$ cat src/rtl/iic_pkg.sv
// Shared I2C definitions used by both the master (iic_opr) and target (iic_slave_rx) sides:
// FSM state encoding, ACK/NACK line levels and the address width.
package iic_pkg;
    localparam int   IIC_ADDR_W = 7;
    localparam logic IIC_ACK    = 1'b0;
    localparam logic IIC_NACK   = 1'b1;

    typedef enum logic [2:0] {
        ST_IDLE,
        ST_ADDR,
        ST_ADDR_ACK,
        ST_DATA,
        ST_DATA_ACK,
        ST_IGNORE,
        ST_STRETCH
    } iic_state_e;
endpackage

$ cat src/rtl/iic_line_filter.sv
// Pad conditioning for one I2C line: 2-flop synchronizer, FILTER_LEN-sample glitch
// filter, and single-cycle rise/fall pulses aligned with the filtered level change.
module iic_line_filter #(
    parameter int FILTER_LEN = 3
) (
    input  logic clk,
    input  logic resetn,
    input  logic line_in,
    output logic level,
    output logic rise,
    output logic fall
);
    logic [1:0] sync_q, sync_d;
    logic       filt_q, filt_d;
    logic [2:0] cnt_q, cnt_d;
    logic       rise_q, rise_d, fall_q, fall_d;

    always_comb begin
        sync_d = {sync_q[0], line_in};
        filt_d = filt_q;
        cnt_d  = '0;
        rise_d = 1'b0;
        fall_d = 1'b0;
        // the FILTER_LEN-th consecutive differing sample flips the level
        if (sync_q[1] != filt_q) begin
            if (cnt_q == 3'(FILTER_LEN - 1)) begin
                filt_d = sync_q[1];
                rise_d = sync_q[1];
                fall_d = ~sync_q[1];
            end else begin
                cnt_d = cnt_q + 3'd1;
            end
        end
    end

    always_ff @(posedge clk) begin
        if (!resetn) begin
            sync_q <= 2'b11;
            filt_q <= 1'b1;
            cnt_q  <= '0;
            rise_q <= 1'b0;
            fall_q <= 1'b0;
        end else begin
            sync_q <= sync_d;
            filt_q <= filt_d;
            cnt_q  <= cnt_d;
            rise_q <= rise_d;
            fall_q <= fall_d;
        end
    end

    assign level = filt_q;
    assign rise  = rise_q;
    assign fall  = fall_q;
endmodule

$ cat src/rtl/iic_slave_rx.sv
// I2C target write receiver: address match, per-byte ACK/NACK, bytes out on AXI4-Stream.
// Optional clock stretching on a full buffer is compiled in with IIC_SLAVE_RX_STRETCH_EN.
module iic_slave_rx
    import iic_pkg::*;
#(
    parameter logic [IIC_ADDR_W-1:0] SLAVE_ADDR = 7'h50,
    parameter int                    FILTER_LEN = 3
) (
    input  logic       clk,
    input  logic       resetn,
    input  logic       scl,
    input  logic       sda_in,
    output logic       sda_oe,
    output logic       scl_oe,
    output logic [7:0] m_axis_tdata,
    output logic       m_axis_tvalid,
    input  logic       m_axis_tready,
    output logic       m_axis_tlast,
    output logic       busy,
    output logic       overrun
);
    logic scl_lvl, scl_rise, scl_fall, sda_lvl, sda_rise, sda_fall;

    iic_line_filter #(.FILTER_LEN(FILTER_LEN)) u_scl_filt (
        .clk(clk), .resetn(resetn), .line_in(scl),
        .level(scl_lvl), .rise(scl_rise), .fall(scl_fall));
    iic_line_filter #(.FILTER_LEN(FILTER_LEN)) u_sda_filt (
        .clk(clk), .resetn(resetn), .line_in(sda_in),
        .level(sda_lvl), .rise(sda_rise), .fall(sda_fall));

    iic_state_e state_q, state_d;
    logic [3:0] bit_cnt_q, bit_cnt_d;
    logic [7:0] sr_q, sr_d, pend_q, pend_d, tdata_q, tdata_d;
    logic       sda_oe_q, sda_oe_d, busy_q, busy_d, overrun_q, overrun_d;
    logic       pend_vld_q, pend_vld_d, flush_q, flush_d;
    logic       tvalid_q, tvalid_d, tlast_q, tlast_d;
    logic       start_ev, stop_ev, hs, slot_free, room, store, resp, flush_now, move;
`ifdef IIC_SLAVE_RX_STRETCH_EN
    logic       scl_oe_q, scl_oe_d;
`endif

    assign start_ev  = sda_fall && scl_lvl;
    assign stop_ev   = sda_rise && scl_lvl;
    assign hs        = tvalid_q && m_axis_tready;
    assign slot_free = !tvalid_q || hs;
    assign room      = !pend_vld_q || slot_free;

    always_comb begin
        state_d   = state_q;
        bit_cnt_d = bit_cnt_q;
        sr_d      = sr_q;
        sda_oe_d  = sda_oe_q;
        busy_d    = busy_q;
        overrun_d = 1'b0;
        store     = 1'b0;
        resp      = IIC_NACK;
`ifdef IIC_SLAVE_RX_STRETCH_EN
        scl_oe_d  = scl_oe_q;
`endif
        case (state_q)
            ST_ADDR: if (scl_rise) begin
                sr_d      = {sr_q[6:0], sda_lvl};
                bit_cnt_d = bit_cnt_q + 4'd1;
                if (bit_cnt_q == 4'd7) begin
                    resp    = (sr_d[7:1] == SLAVE_ADDR && !sr_d[0]) ? IIC_ACK : IIC_NACK;
                    state_d = (resp == IIC_ACK) ? ST_ADDR_ACK : ST_IGNORE;
                    busy_d  = (resp == IIC_ACK);
                end
            end
            // first fall after bit 8 starts the ACK, the second one ends it
            ST_ADDR_ACK: if (scl_fall) begin
                sda_oe_d = !sda_oe_q;
                if (sda_oe_q) begin
                    state_d   = ST_DATA;
                    bit_cnt_d = '0;
                end
            end
            ST_DATA: begin
                if (scl_rise && bit_cnt_q != 4'd8) begin
                    sr_d      = {sr_q[6:0], sda_lvl};
                    bit_cnt_d = bit_cnt_q + 4'd1;
                end else if (scl_fall && bit_cnt_q == 4'd8) begin
                    resp     = room ? IIC_ACK : IIC_NACK;
                    store    = (resp == IIC_ACK);
                    sda_oe_d = (resp == IIC_ACK);
                    if (resp == IIC_ACK) begin
                        state_d = ST_DATA_ACK;
                    end else begin
`ifdef IIC_SLAVE_RX_STRETCH_EN
                        state_d  = ST_STRETCH;
                        scl_oe_d = 1'b1;
`else
                        state_d   = ST_IGNORE;
                        overrun_d = 1'b1;
`endif
                    end
                end
            end
`ifdef IIC_SLAVE_RX_STRETCH_EN
            ST_STRETCH: if (room) begin
                store    = 1'b1;
                sda_oe_d = 1'b1;
                scl_oe_d = 1'b0;
                state_d  = ST_DATA_ACK;
            end
`endif
            ST_DATA_ACK: if (scl_fall) begin
                sda_oe_d  = 1'b0;
                state_d   = ST_DATA;
                bit_cnt_d = '0;
            end
            ST_IDLE, ST_IGNORE: ;
            default: state_d = ST_IDLE;
        endcase

        if (stop_ev || start_ev) begin
            state_d   = stop_ev ? ST_IDLE : ST_ADDR;
            bit_cnt_d = '0;
            sda_oe_d  = 1'b0;
            busy_d    = 1'b0;
            store     = 1'b0;
`ifdef IIC_SLAVE_RX_STRETCH_EN
            scl_oe_d  = 1'b0;
`endif
        end
    end

    // A STOP/START flush waits in flush_q while the AXIS slot is blocked.
    always_comb begin
        flush_now  = flush_q || ((start_ev || stop_ev) && pend_vld_q);
        move       = pend_vld_q && slot_free && (store || flush_now);
        pend_d     = pend_q;
        pend_vld_d = pend_vld_q;
        flush_d    = flush_now;
        tvalid_d   = tvalid_q && !hs;
        tdata_d    = tdata_q;
        tlast_d    = tlast_q;
        if (move) begin
            tvalid_d   = 1'b1;
            tdata_d    = pend_q;
            tlast_d    = flush_now;
            pend_vld_d = 1'b0;
            flush_d    = 1'b0;
        end
        if (store) begin
            pend_d     = sr_q;
            pend_vld_d = 1'b1;
        end
    end

    always_ff @(posedge clk) begin
        if (!resetn) begin
            state_q    <= ST_IDLE;
            bit_cnt_q  <= '0;
            sr_q       <= '0;
            sda_oe_q   <= 1'b0;
            busy_q     <= 1'b0;
            overrun_q  <= 1'b0;
            pend_q     <= '0;
            pend_vld_q <= 1'b0;
            flush_q    <= 1'b0;
            tvalid_q   <= 1'b0;
            tdata_q    <= '0;
            tlast_q    <= 1'b0;
        end else begin
            state_q    <= state_d;
            bit_cnt_q  <= bit_cnt_d;
            sr_q       <= sr_d;
            sda_oe_q   <= sda_oe_d;
            busy_q     <= busy_d;
            overrun_q  <= overrun_d;
            pend_q     <= pend_d;
            pend_vld_q <= pend_vld_d;
            flush_q    <= flush_d;
            tvalid_q   <= tvalid_d;
            tdata_q    <= tdata_d;
            tlast_q    <= tlast_d;
        end
    end

`ifdef IIC_SLAVE_RX_STRETCH_EN
    always_ff @(posedge clk) begin
        if (!resetn) scl_oe_q <= 1'b0;
        else         scl_oe_q <= scl_oe_d;
    end
    assign scl_oe = scl_oe_q;
`else
    assign scl_oe = 1'b0;
`endif

    assign sda_oe        = sda_oe_q;
    assign busy          = busy_q;
    assign overrun       = overrun_q;
    assign m_axis_tvalid = tvalid_q;
    assign m_axis_tdata  = tdata_q;
    assign m_axis_tlast  = tlast_q;
endmodule
$ cat config.mk
export PLATFORM = sky130hd
export DESIGN_NAME = iic_slave_rx
export DESIGN_NICKNAME = d
export VERILOG_FILES = /design/src/rtl/iic_pkg.sv /design/src/rtl/iic_line_filter.sv /design/src/rtl/iic_slave_rx.sv
export SDC_FILE = /design/constraint.sdc
export NUM_CORES = 1
export LEC_CHECK = 0
export BUFFER_PORTS_ARGS = -buffer_cell sky130_fd_sc_hd__buf_2
export CAP_MARGIN = 20
export CORE_MARGIN = 2
export CORE_UTILIZATION = 53
export DETAILED_ROUTE_END_ITERATION = 6
export PLACE_DENSITY = 0.79
export SETUP_SLACK_MARGIN = 0.05
export SLEW_MARGIN = 20
export SYNTH_ARGS = -nofsm -noshare
export SYNTH_HDL_FRONTEND = slang
export SYNTH_SLANG_ARGS = --single-unit
$ cat constraint.sdc
create_clock -name clk -period 1.7 [get_ports clk]
set_clock_uncertainty 0.2 [all_clocks]
set_input_delay 0.17 -clock clk [delete_from_list [all_inputs] [get_ports clk]]
set_output_delay 0.17 -clock clk [all_outputs]
set_load 0.01 [all_outputs]
==> results of run 1 <==
[flip-flops by register name, indices dropped and copies added (netlist names), 2 cells and up]
| register | count |
|---|---|
| m_axis_tdata | 8 |
| pend_q | 8 |
| sr_q | 8 |
| bit_cnt_q | 4 |
| state_q | 3 |
| u_scl_filt.cnt_q | 3 |
| u_sda_filt.cnt_q | 3 |
| u_scl_filt.sync_q | 2 |
| u_sda_filt.sync_q | 2 |
[power groups by stage]
| stage | clock (mW) | sequential [mW] | combinational [mW] |
|---|---|---|---|
| 2_1_floorplan | 0 | 1.30 | 0.0303 |
| 3_3_place_gp | 0 | 1.30 | 0.0438 |
| 3_5_place_dp | 0 | 1.30 | 0.0451 |
| 4_1_cts | 0.700 | 1.27 | 0.0508 |
| 5_1_grt | 0.740 | 1.27 | 0.0570 |
| 6_report | 0.683 | 1.27 | 0.0516 |
[worst max path at each step]
stage                         endpoint  depth (start not counted)                      start  slack (ps)
5_1_grt           sr_q[6]$_SDFFE_PN0P_                          8  bit_cnt_q[0]$_SDFFE_PP0P_        -180
3_5_place_dp    pend_q[7]$_SDFFE_PN0P_                          7  bit_cnt_q[1]$_SDFFE_PP0P_         -40
6_report          sr_q[6]$_SDFFE_PN0P_                          8  bit_cnt_q[1]$_SDFFE_PP0P_         -70
3_3_place_gp   state_q[0]$_SDFFE_PN0P_                          4       sr_q[3]$_SDFFE_PN0P_           7
4_1_cts        state_q[0]$_SDFFE_PN0P_                          4       sr_q[5]$_SDFFE_PN0P_         -20
2_1_floorplan  state_q[0]$_SDFFE_PN0P_                          4       sr_q[3]$_SDFFE_PN0P_          30
[cells by family (layout without fill, tap and decap cells)]
group | after synthesis | after routing | share of synthesized area (%)
multiplexers | 31 | 31 | 12.9
adder cells (fa/ha/maj) | 6 | 6 | 3.11
flip-flops | 54 | 54 | 44.8
other | 1 | 1 | 0.156
AO/OA/AOI/OAI | 35 | 35 | 11.2
AND/OR/NAND/NOR | 109 | 109 | 22.6
buffers and inverters | 22 | 73 | 4.15
XOR/XNOR | 3 | 3 | 1.09
[metal layers]
| layer | share of wire (%) | track usage [%] | vias to the layer above |
|---|---|---|---|
| met1 | 43 | 25.7 | 948 |
| met4 | 1.4 | 7.76 | 0 |
| met5 | 0 | 0 | - |
| li1 | - | - | 995 |
| met3 | 3.6 | 4.50 | 7 |
| met2 | 52 | 38.6 | 40 |
[through the flow]
| step | cell area [µm²] | util (%) | total power, mW |
|---|---|---|---|
| 5_1_grt | 3050 | 70.0 | 2.07 |
| 4_1_cts | 2950 | 67.8 | 2.02 |
| 3_3_place_gp | 2780 | 63.8 | 1.35 |
| 6_report | 3050 | 70.0 | 2.01 |
| 3_5_place_dp | 2780 | 63.8 | 1.35 |
| 2_1_floorplan | 2450 | - | 1.33 |
[cells in the final DEF, fill, tap and decap left out, drive strengths merged, types with 3 or more instances in the layout]
cell,n
dfxtp,54
buf,53
nand2,33
nor2,32
mux2i,31
a21oi,11
inv,9
nand2b,8
nand3,7
clkbuf,7
nor3b,6
ha,6
o21ai,5
nand3b,4
nor2b,3
dlygate4sd3,3
o2111ai,3
or2,3
[layout make-up]
type                       instances  area (µm²)
multi-input combinational        185        1330
fill                             322        1310
sequential                        54        1090
timing repair buffer              57         448
clock buffer                       6        72.6
tap                               52        65.1
inverter                           9        33.8
clock inverter                     1        7.51
[repair_timing]
item                                    4_1_cts  5_1_grt
cloned                                        0        1
pin swaps                                     4       15
hold endpoints to repair                      5        0
hold buffers                                  3        0
endpoints found under the setup margin       32       36
resized for setup                             7       14
buffers inserted                              4        3
[worst min-delay path, cell delays in order]
cell     delay (ps)
buf_2            90
nor2b_1          60
nand3_1         130
nor4_1           80
==> run metrics, run 1 <==
synth cell count leaders=54 x dfxtp_1, 33 x nand2_1, 32 x nor2_1; Fin Setup TNS=-255 ps; antenna violations before repair=0; die area=roughly 5000 µm²; total clock sinks=between 50 and 60; first-pass GRT wire length=8680 µm; sw frac=between 20% and 30%; Mapped Nets=272; Hold Slack=about 62 ps; asr flop ratio synth=0%; core footprint=about 4400 µm²; top post-synthesis cells by area=dfxtp_1 45%, mux2i_1 13%, nand2_1 5.1%; routed len/inst=between 10 and 15 µm; Syn Inst Count=261; DRT antenna net count=0; post-DP HPWL=3680 µm; Detailed Route WL=5390 µm; Max FO, Critical Path=8; gp weighted congestion=between 0.8 and 0.9; Slew Limit Fails=0; I/O Buffers=17; part of the cycle the worst path needs=104%; vias in the first global route=about 1900; synthesis-to-finish area growth=26.4%; clock power share=roughly a third; main flop type after synthesis=dfxtp_1; Reg power frac=63.4%; HP Class=input pin to flop; distinct cell type count after synthesis=50; failing checks=setup timing; Seq/Total Area, Yosys=between 40% and 50%; Std-Cell Rows=24; number of H-tree levels=2; VDD IR max=0.719 mV; via count=about 2000; Pwr Density=~660 nW/µm²; family with the most delay on the worst path=buffers and inverters; clock slew seen by the registers of the worst setup and hold paths=approximately 90 ps; Finished Layout Cells=~360; Post-synth EDFFs=0; CP Cell Sequence=inv_2 > ha_4 > nand3b_1 > o211ai_1 > buf_4 > buf_12 > mux2i_1 > nor2_1; WHS Path Cells=4; min cycle time layout=1770 ps; Synth Warn #=0; syn_area_per_cell=roughly 9.2 µm²; Sw Pwr=0.435 mW; highest clock rate=0.566 GHz; pre-CTS setup slack=-42.2 ps; Setup violations, final=11; most common cell in the netlist=dfxtp_1; grt ovf=0; status=finished, violations left; Yosys reg bits=54; Worst Hold End=overrun$_SDFF_PP0_; vias per cell=approximately 5.5; Worst-Skew Late Latency=between 300 and 400 ps; share of the synthesized area in the top cell type=approximately 45%; drt pass-1 iters=4; CTS Buffer Depth=2; CP endpoint kind=flop; Die Y=71.4 µm; critical path class=flop to flop; Root Driver=clkbuf_8; crit start category=flop; Yosys top cell by area=dfxtp_1; setup ws final=-68.0 ps; CP required=1700 ps; TritonCTS Buffers=5; worst reg2reg setup slack=-70 ps; max_cap viols=0; Initial DRC Count=96; RSZ-0062 raised after global routing=true; initial core utilization=around 55%; CP max stage delay=around 340 ps; layout cells sized above 1=~29%; I/O pin count=19; slowest cell on the critical path=dfxtp_2; largest net degree at the start of global routing=22; worst path arrival time=about 1800 ps; placed insts=roughly 350; internal power=1.57 mW; combinational power share=2.6%; DRC=0; Fin. Hold Viols=0; GRT Util Overall=~22%; Crit path buffers/inverters=3; hold wc startpoint=m_axis_tready; Layout Nets=approximately 320; RR Endpoint=sr_q[6]$_SDFFE_PN0P_; Ant. Diodes=0; Mapped Area=2410 µm²; CTS tree=yes; DIE WIDTH=71.4 µm; reg2reg path depth=8; Reg-to-Reg Start=bit_cnt_q[1]$_SDFFE_PP0P_; Leak=1.31 nW
No activity file was read; power rests on OpenSTA's default activity.
==> run 2, diff against run 1 <==
--- a/config.mk
+++ b/config.mk
@@ -9,6 +9,7 @@
 export CAP_MARGIN = 20
 export CORE_MARGIN = 2
 export CORE_UTILIZATION = 53
+export CTS_BUF_LIST = sky130_fd_sc_hd__clkbuf_16
 export DETAILED_ROUTE_END_ITERATION = 6
 export PLACE_DENSITY = 0.79
 export SETUP_SLACK_MARGIN = 0.05
==> run 2 against run 1 <==
  * The run still ends with setup timing left
  * Global-route usage rose by 0.65 points
  * Worst setup slack improved by 22 ps
  * Clock power rose by 42%
  * Sequential power barely moved
  * Largest cell class unchanged
  * Die area did not move
  * Count of clock-buffer cells in the layout fell by 1
  * Critical path depth fell by 1
  * Sequential cell count did not move
  * First-iteration DRC count rose by 27%
  * Routed wire length rose by 3.3%
  * Largest power group unchanged
==> run metrics, run 2 (synthesis results as in run 1) <==
status=finished, violations left; failing checks=setup timing; I/O pin count=19; GRT Util Overall=roughly 22%; critical path class=flop to flop; total clock sinks=54; DRC=0; Std-Cell Rows=24; number of H-tree levels=2; cell area after layout=3130 µm²; setup ws final=-46.1 ps; Fin. Hold Viols=0; die area=between 5000 and 6000 µm²; area occupied by multi-input gates=roughly 1400 µm²; commonest cells after routing, fill and taps aside=48 x dfxtp_1, 33 x buf_4, 32 x nand2_1, 31 x mux2i_1, 30 x nor2_1; worst path arrival time=~1700 ps; antenna violations before repair=0; Pwr Density=roughly 730 nW/µm²; Leak=1.34 nW; Reg area=roughly 1100 µm²; layout cells sized above 1=between 30% and 40%; slowest cell on the critical path=dfxtp_2; commonest non-fill, non-tap cell in the layout=dfxtp_1; placed cell areas=around 2800 µm²; Die Y=~70 µm; TritonCTS Buffers=5; Setup violations, final=11; placed insts=between 300 and 400; initial core utilization=a little under three fifths; Ant. Diodes=0; Initial DRC Count=~120; Max FO, Critical Path=5; CP required=1680 ps; routed len/inst=15.3 µm; first-pass GRT wire length=between 8000 and 9000 µm; HP Class=input pin to flop; CP endpoint kind=flop; CP max stage delay=~330 ps; Detailed Route WL=between 5000 and 6000 µm; Root Driver=clkbuf_16; drt pass-1 iters=4; combinational power share=about 2.3%; fillers=slightly above 300; Layout Nets=approximately 320; max_cap viols=0; Tot Pwr=between 2 and 2.5 mW; grt ovf=0; I/O Buffers=17; synthesis-to-finish area growth=29.8%; gp weighted congestion=0.883; CTS Buffer Depth=2; CP Cell Sequence=inv_2 > ha_4 > and4b_2 > o2111ai_4 > buf_12 > mux2i_1 > nor2_1; Sw Pwr=0.474 mW; clock slew seen by the registers of the worst setup and hold paths=roughly 70 ps; DRT antenna net count=0; post-DP HPWL=3680 µm; via count=slightly above 2000; crit start category=flop; Finished Layout Cells=roughly 360; sw frac=20.6%; largest net degree at the start of global routing=22; VDD IR max=0.602 mV; RSZ-0062 raised after global routing=true; clock power share=42.3%; Slew Limit Fails=0; highest clock rate=between 0.5 and 0.6 GHz; internal power=about 1.8 mW; vias per cell=5.58; DIE WIDTH=~71 µm; min cycle time layout=1750 ps; Worst-Skew Late Latency=290 ps; Reg power frac=between 50 and 60%; vias in the first global route=1960; CTS tree=yes; part of the cycle the worst path needs=103%; core footprint=roughly 4400 µm²
-- run 2: cell count changes in the layout (fill, tap and decap cells not counted), sizes merged --
cell / before / now
buf: 53 / 52
inv: 9 / 10
-- run 2: cell type report --
class	count	area share (%)
Multi-Input combinational cell	185	43.2
Sequential cell	54	34.9
Timing Repair Buffer	57	14.4
Clock buffer	5	4.00
Tap cell	52	2.08
Inverter	9	1.08
Clock inverter	2	0.360
-- run 2: what timing repair did --
item,4_1_cts,5_1_grt
gates cloned,0,1
setup endpoints to repair,32,36
resized for setup,7,20
hold endpoints to repair,4,0
hold buffers,3,0
pin swaps,4,15
setup buffers,4,3
-- run 2: path summary, 6_finish.rpt --
path | startpoint | to | slack, ps | cells past startpoint
setup / recovery | bit_cnt_q[1]$_SDFFE_PP0P_ | pend_q[7]$_SDFFE_PN0P_ | -50 | 7
hold / removal | m_axis_tready | pend_vld_q$_SDFFE_PN0P_ | 120 | 4
setup reg to reg | bit_cnt_q[1]$_SDFFE_PP0P_ | pend_q[7]$_SDFFE_PN0P_ | -50 | 7
hold reg to reg | u_sda_filt.sync_q[0]$_SDFF_PN1_ | u_sda_filt.sync_q[1]$_SDFF_PN1_ | 220 | 1
-- run 2: routing by layer --
layer | global-route usage (%) | part of all wire [%] | vias to the layer above
li1 | - | - | 995
met1 | 25.3 | 42 | 966
met2 | 40.6 | 51 | 46
met3 | 4.22 | 3.6 | 23
met4 | 9.43 | 3.6 | 0
met5 | 0 | 0 | -
-- run 2: power by group through the flow --
stage / registers (mW) / logic, mW / clock network [mW]
6_report: 1.27 / 0.0524 / 0.971
5_1_grt: 1.27 / 0.0575 / 1.02
4_1_cts: 1.27 / 0.0514 / 0.977
3_5_place_dp: 1.30 / 0.0451 / 0
3_3_place_gp: 1.30 / 0.0438 / 0
2_1_floorplan: 1.30 / 0.0303 / 0
-- run 2: critical path, delay by kind of cell (launching register included) --
family,cells,cell delay [ps]
simple gates,2,390
flops,1,330
buf+inv,2,240
compound gates,1,170
mux,1,170
fa+ha+maj,1,120
-- run 2: through the flow --
stage / setup TNS (ps) / hold slack (ps) / setup WS, ps / utilization, %
final: -227 / 119 / -46.1 / 71.9
after detailed placement: -149 / 159 / -42.2 / 63.8
after floorplan: 0 / 71.5 / 34.5 / -
after global routing: -2060 / 160 / -123 / 71.9
after CTS: -34.5 / 79.8 / -23.4 / 69.1
after global placement: 0 / 150 / 6.85 / 63.8
==> run 3, diff against run 2 <==
--- a/config.mk
+++ b/config.mk
@@ -8,10 +8,10 @@
 export BUFFER_PORTS_ARGS = -buffer_cell sky130_fd_sc_hd__buf_2
 export CAP_MARGIN = 20
 export CORE_MARGIN = 2
-export CORE_UTILIZATION = 53
+export CORE_UTILIZATION = 55
 export CTS_BUF_LIST = sky130_fd_sc_hd__clkbuf_16
 export DETAILED_ROUTE_END_ITERATION = 6
-export PLACE_DENSITY = 0.79
+export PLACE_DENSITY = 0.78
 export SETUP_SLACK_MARGIN = 0.05
 export SLEW_MARGIN = 20
 export SYNTH_ARGS = -nofsm -noshare
==> constraint.sdc (replaced) <==
create_clock -name clk -period 2.1 [get_ports clk]
set_clock_uncertainty 0.2 [all_clocks]
set_input_delay 0.21 -clock clk [delete_from_list [all_inputs] [get_ports clk]]
set_output_delay 0.21 -clock clk [all_outputs]
set_load 0.01 [all_outputs]
==> run 3 against run 2 <==
  * Die area fell by 3.4%
  * Global-route usage fell by 2.9 points
  * Critical path type unchanged
  * Register-to-register slack improved by 240 ps
  * Largest cell class unchanged
  * The run now ends clean
  * Clock power rose by 6%
  * Count of clock-buffer cells in the layout did not move
==> run metrics, run 3 (synthesis results as in run 1) <==
Worst Hold End=m_axis_tvalid$_SDFF_PN0_; via count=about 1800; family with the most delay on the worst path=simple AND/OR/NAND/NOR gates; I/O Buffers=17; highest clock rate=about 0.52 GHz; Leak=1.18 nW; CP Cell Sequence=inv_1 > ha_1 > and4b_2 > nand2_1 > a21oi_4 > buf_12 > mux2i_1; DRC=0; clock slew seen by the registers of the worst setup and hold paths=~70 ps; fillers=~360; Worst-Skew Late Latency=290 ps; Fin. Hold Viols=0; commonest non-fill, non-tap cell in the layout=dfxtp_1; commonest cells after routing, fill and taps aside=54 x dfxtp_1, 33 x nand2_1, 32 x nor2_1, 31 x mux2i_1, 17 x buf_2; Reg area=1080 µm²; routed len/inst=around 14 µm; CTS tree=yes; Pwr Density=approximately 750 nW/µm²; Setup violations, final=0; reg2reg path depth=7; Std-Cell Rows=24; gp weighted congestion=around 0.87; TritonCTS Buffers=5; Hold Slack=just under 90 ps; total clock sinks=54; largest net degree at the start of global routing=32; drt pass-1 iters=4; CP required=between 2000 and 2500 ps; first-pass GRT wire length=slightly below 8000 µm; CTS Buffer Depth=2; vias in the first global route=between 1500 and 2000; DIE WIDTH=~70 µm; number of H-tree levels=2; synthesis-to-finish area growth=16.0%; slowest cell on the critical path=dfxtp_1; antenna violations before repair=0; worst path arrival time=around 1900 ps; status=finished clean; layout cells sized above 1=between 10% and 20%; Max FO, Critical Path=7; VDD IR max=0.529 mV; Finished Layout Cells=~340; critical path class=flop to flop; placed insts=325; Detailed Route WL=between 4000 and 5000 µm; worst reg2reg setup slack=190 ps; Crit path buffers/inverters=2; Slew Limit Fails=0; pre-CTS setup slack=roughly 190 ps; Die Y=70.2 µm; DRT antenna net count=0; I/O pin count=19; GRT Util Overall=19.5%; CP endpoint kind=flop; CP Depth=7; crit start category=flop; RSZ-0062 raised after global routing=false; min cycle time layout=around 1900 ps; Fin Setup TNS=0 ps; Initial DRC Count=approximately 140; grt ovf=0; hold wc startpoint=m_axis_tready; core footprint=approximately 4300 µm²; setup ws final=between 150 and 200 ps; vias per cell=around 5.5; cell area after layout=2800 µm²; Reg-to-Reg Start=bit_cnt_q[0]$_SDFFE_PP0P_; max_cap viols=0; slew margin rel.=63.5%; die area=between 4000 and 5000 µm²; Least-Margin Pin Slew=~540 ps; Root Driver=clkbuf_16; post-DP HPWL=between 3000 and 4000 µm; HP Class=input pin to flop; part of the cycle the worst path needs=90.8%; Ant. Diodes=0; RR Endpoint=m_axis_tdata[2]$_SDFFE_PN0P_; WHS Path Cells=4; Layout Nets=294; CP max stage delay=340 ps; area occupied by multi-input gates=1230 µm²; placed cell areas=between 2000 and 3000 µm²; initial core utilization=56.1%
[run 3: repair_timing]
action | in CTS | in global routing
setup endpoints to repair | 0 | 8
hold buffers | 2 | 0
endpoints found under the hold margin | 2 | 0
gates resized for setup | 0 | 1
setup buffers | 0 | 1
[run 3: worst max path at each step]
stage / slack [ps] / endpoint / startpoint
2_1_floorplan: 300 / pend_q[0]$_SDFFE_PN0P_ / bit_cnt_q[0]$_SDFFE_PP0P_
3_3_place_gp: 270 / m_axis_tdata[6]$_SDFFE_PN0P_ / bit_cnt_q[0]$_SDFFE_PP0P_
4_1_cts: 130 / m_axis_tdata[2]$_SDFFE_PN0P_ / bit_cnt_q[0]$_SDFFE_PP0P_
3_5_place_dp: 190 / m_axis_tdata[7]$_SDFFE_PN0P_ / bit_cnt_q[0]$_SDFFE_PP0P_
5_1_grt: 90 / m_axis_tdata[0]$_SDFFE_PN0P_ / bit_cnt_q[0]$_SDFFE_PP0P_
6_report: 190 / m_axis_tdata[2]$_SDFFE_PN0P_ / bit_cnt_q[0]$_SDFFE_PP0P_
[run 3: final cells by class]
cell class / instances / area share [%]
clock inverter: 3 / 2.28
multi-input combinational: 185 / 44.0
timing repair buffer: 28 / 7.07
clock buffer: 5 / 4.47
sequential: 54 / 38.6
inverter: 9 / 1.21
tap: 52 / 2.33
[run 3: routing by layer]
layer	up-vias	routed length (µm)	track usage, %
met2	35	2380	33.8
met4	0	63	6.62
met3	8	190	4.91
met5	-	0	0
met1	865	2030	23.4
li1	940	-	-
[run 3: report_power, final]
group	switching (mW)	internal, mW
clock	0.350	0.679
combinational	0.0242	0.0136
sequential	0.00278	1.03
[run 3: worst reg2reg max path, stage by stage (launching register included)]
cell and delay (ps):
dfxtp_1 340, inv_1 90, ha_1 160, and4b_2 310, nand2_1 150, a21oi_4 230
buf_12 150, mux2i_1 200
[run 3: metrics by stage]
stage	power, mW	utilization (%)
finish	2.10	65.2
global route	2.15	65.2
CTS	2.11	64.7
detailed placement	1.09	59.8
global placement	1.09	59.8
floorplan	1.08	-
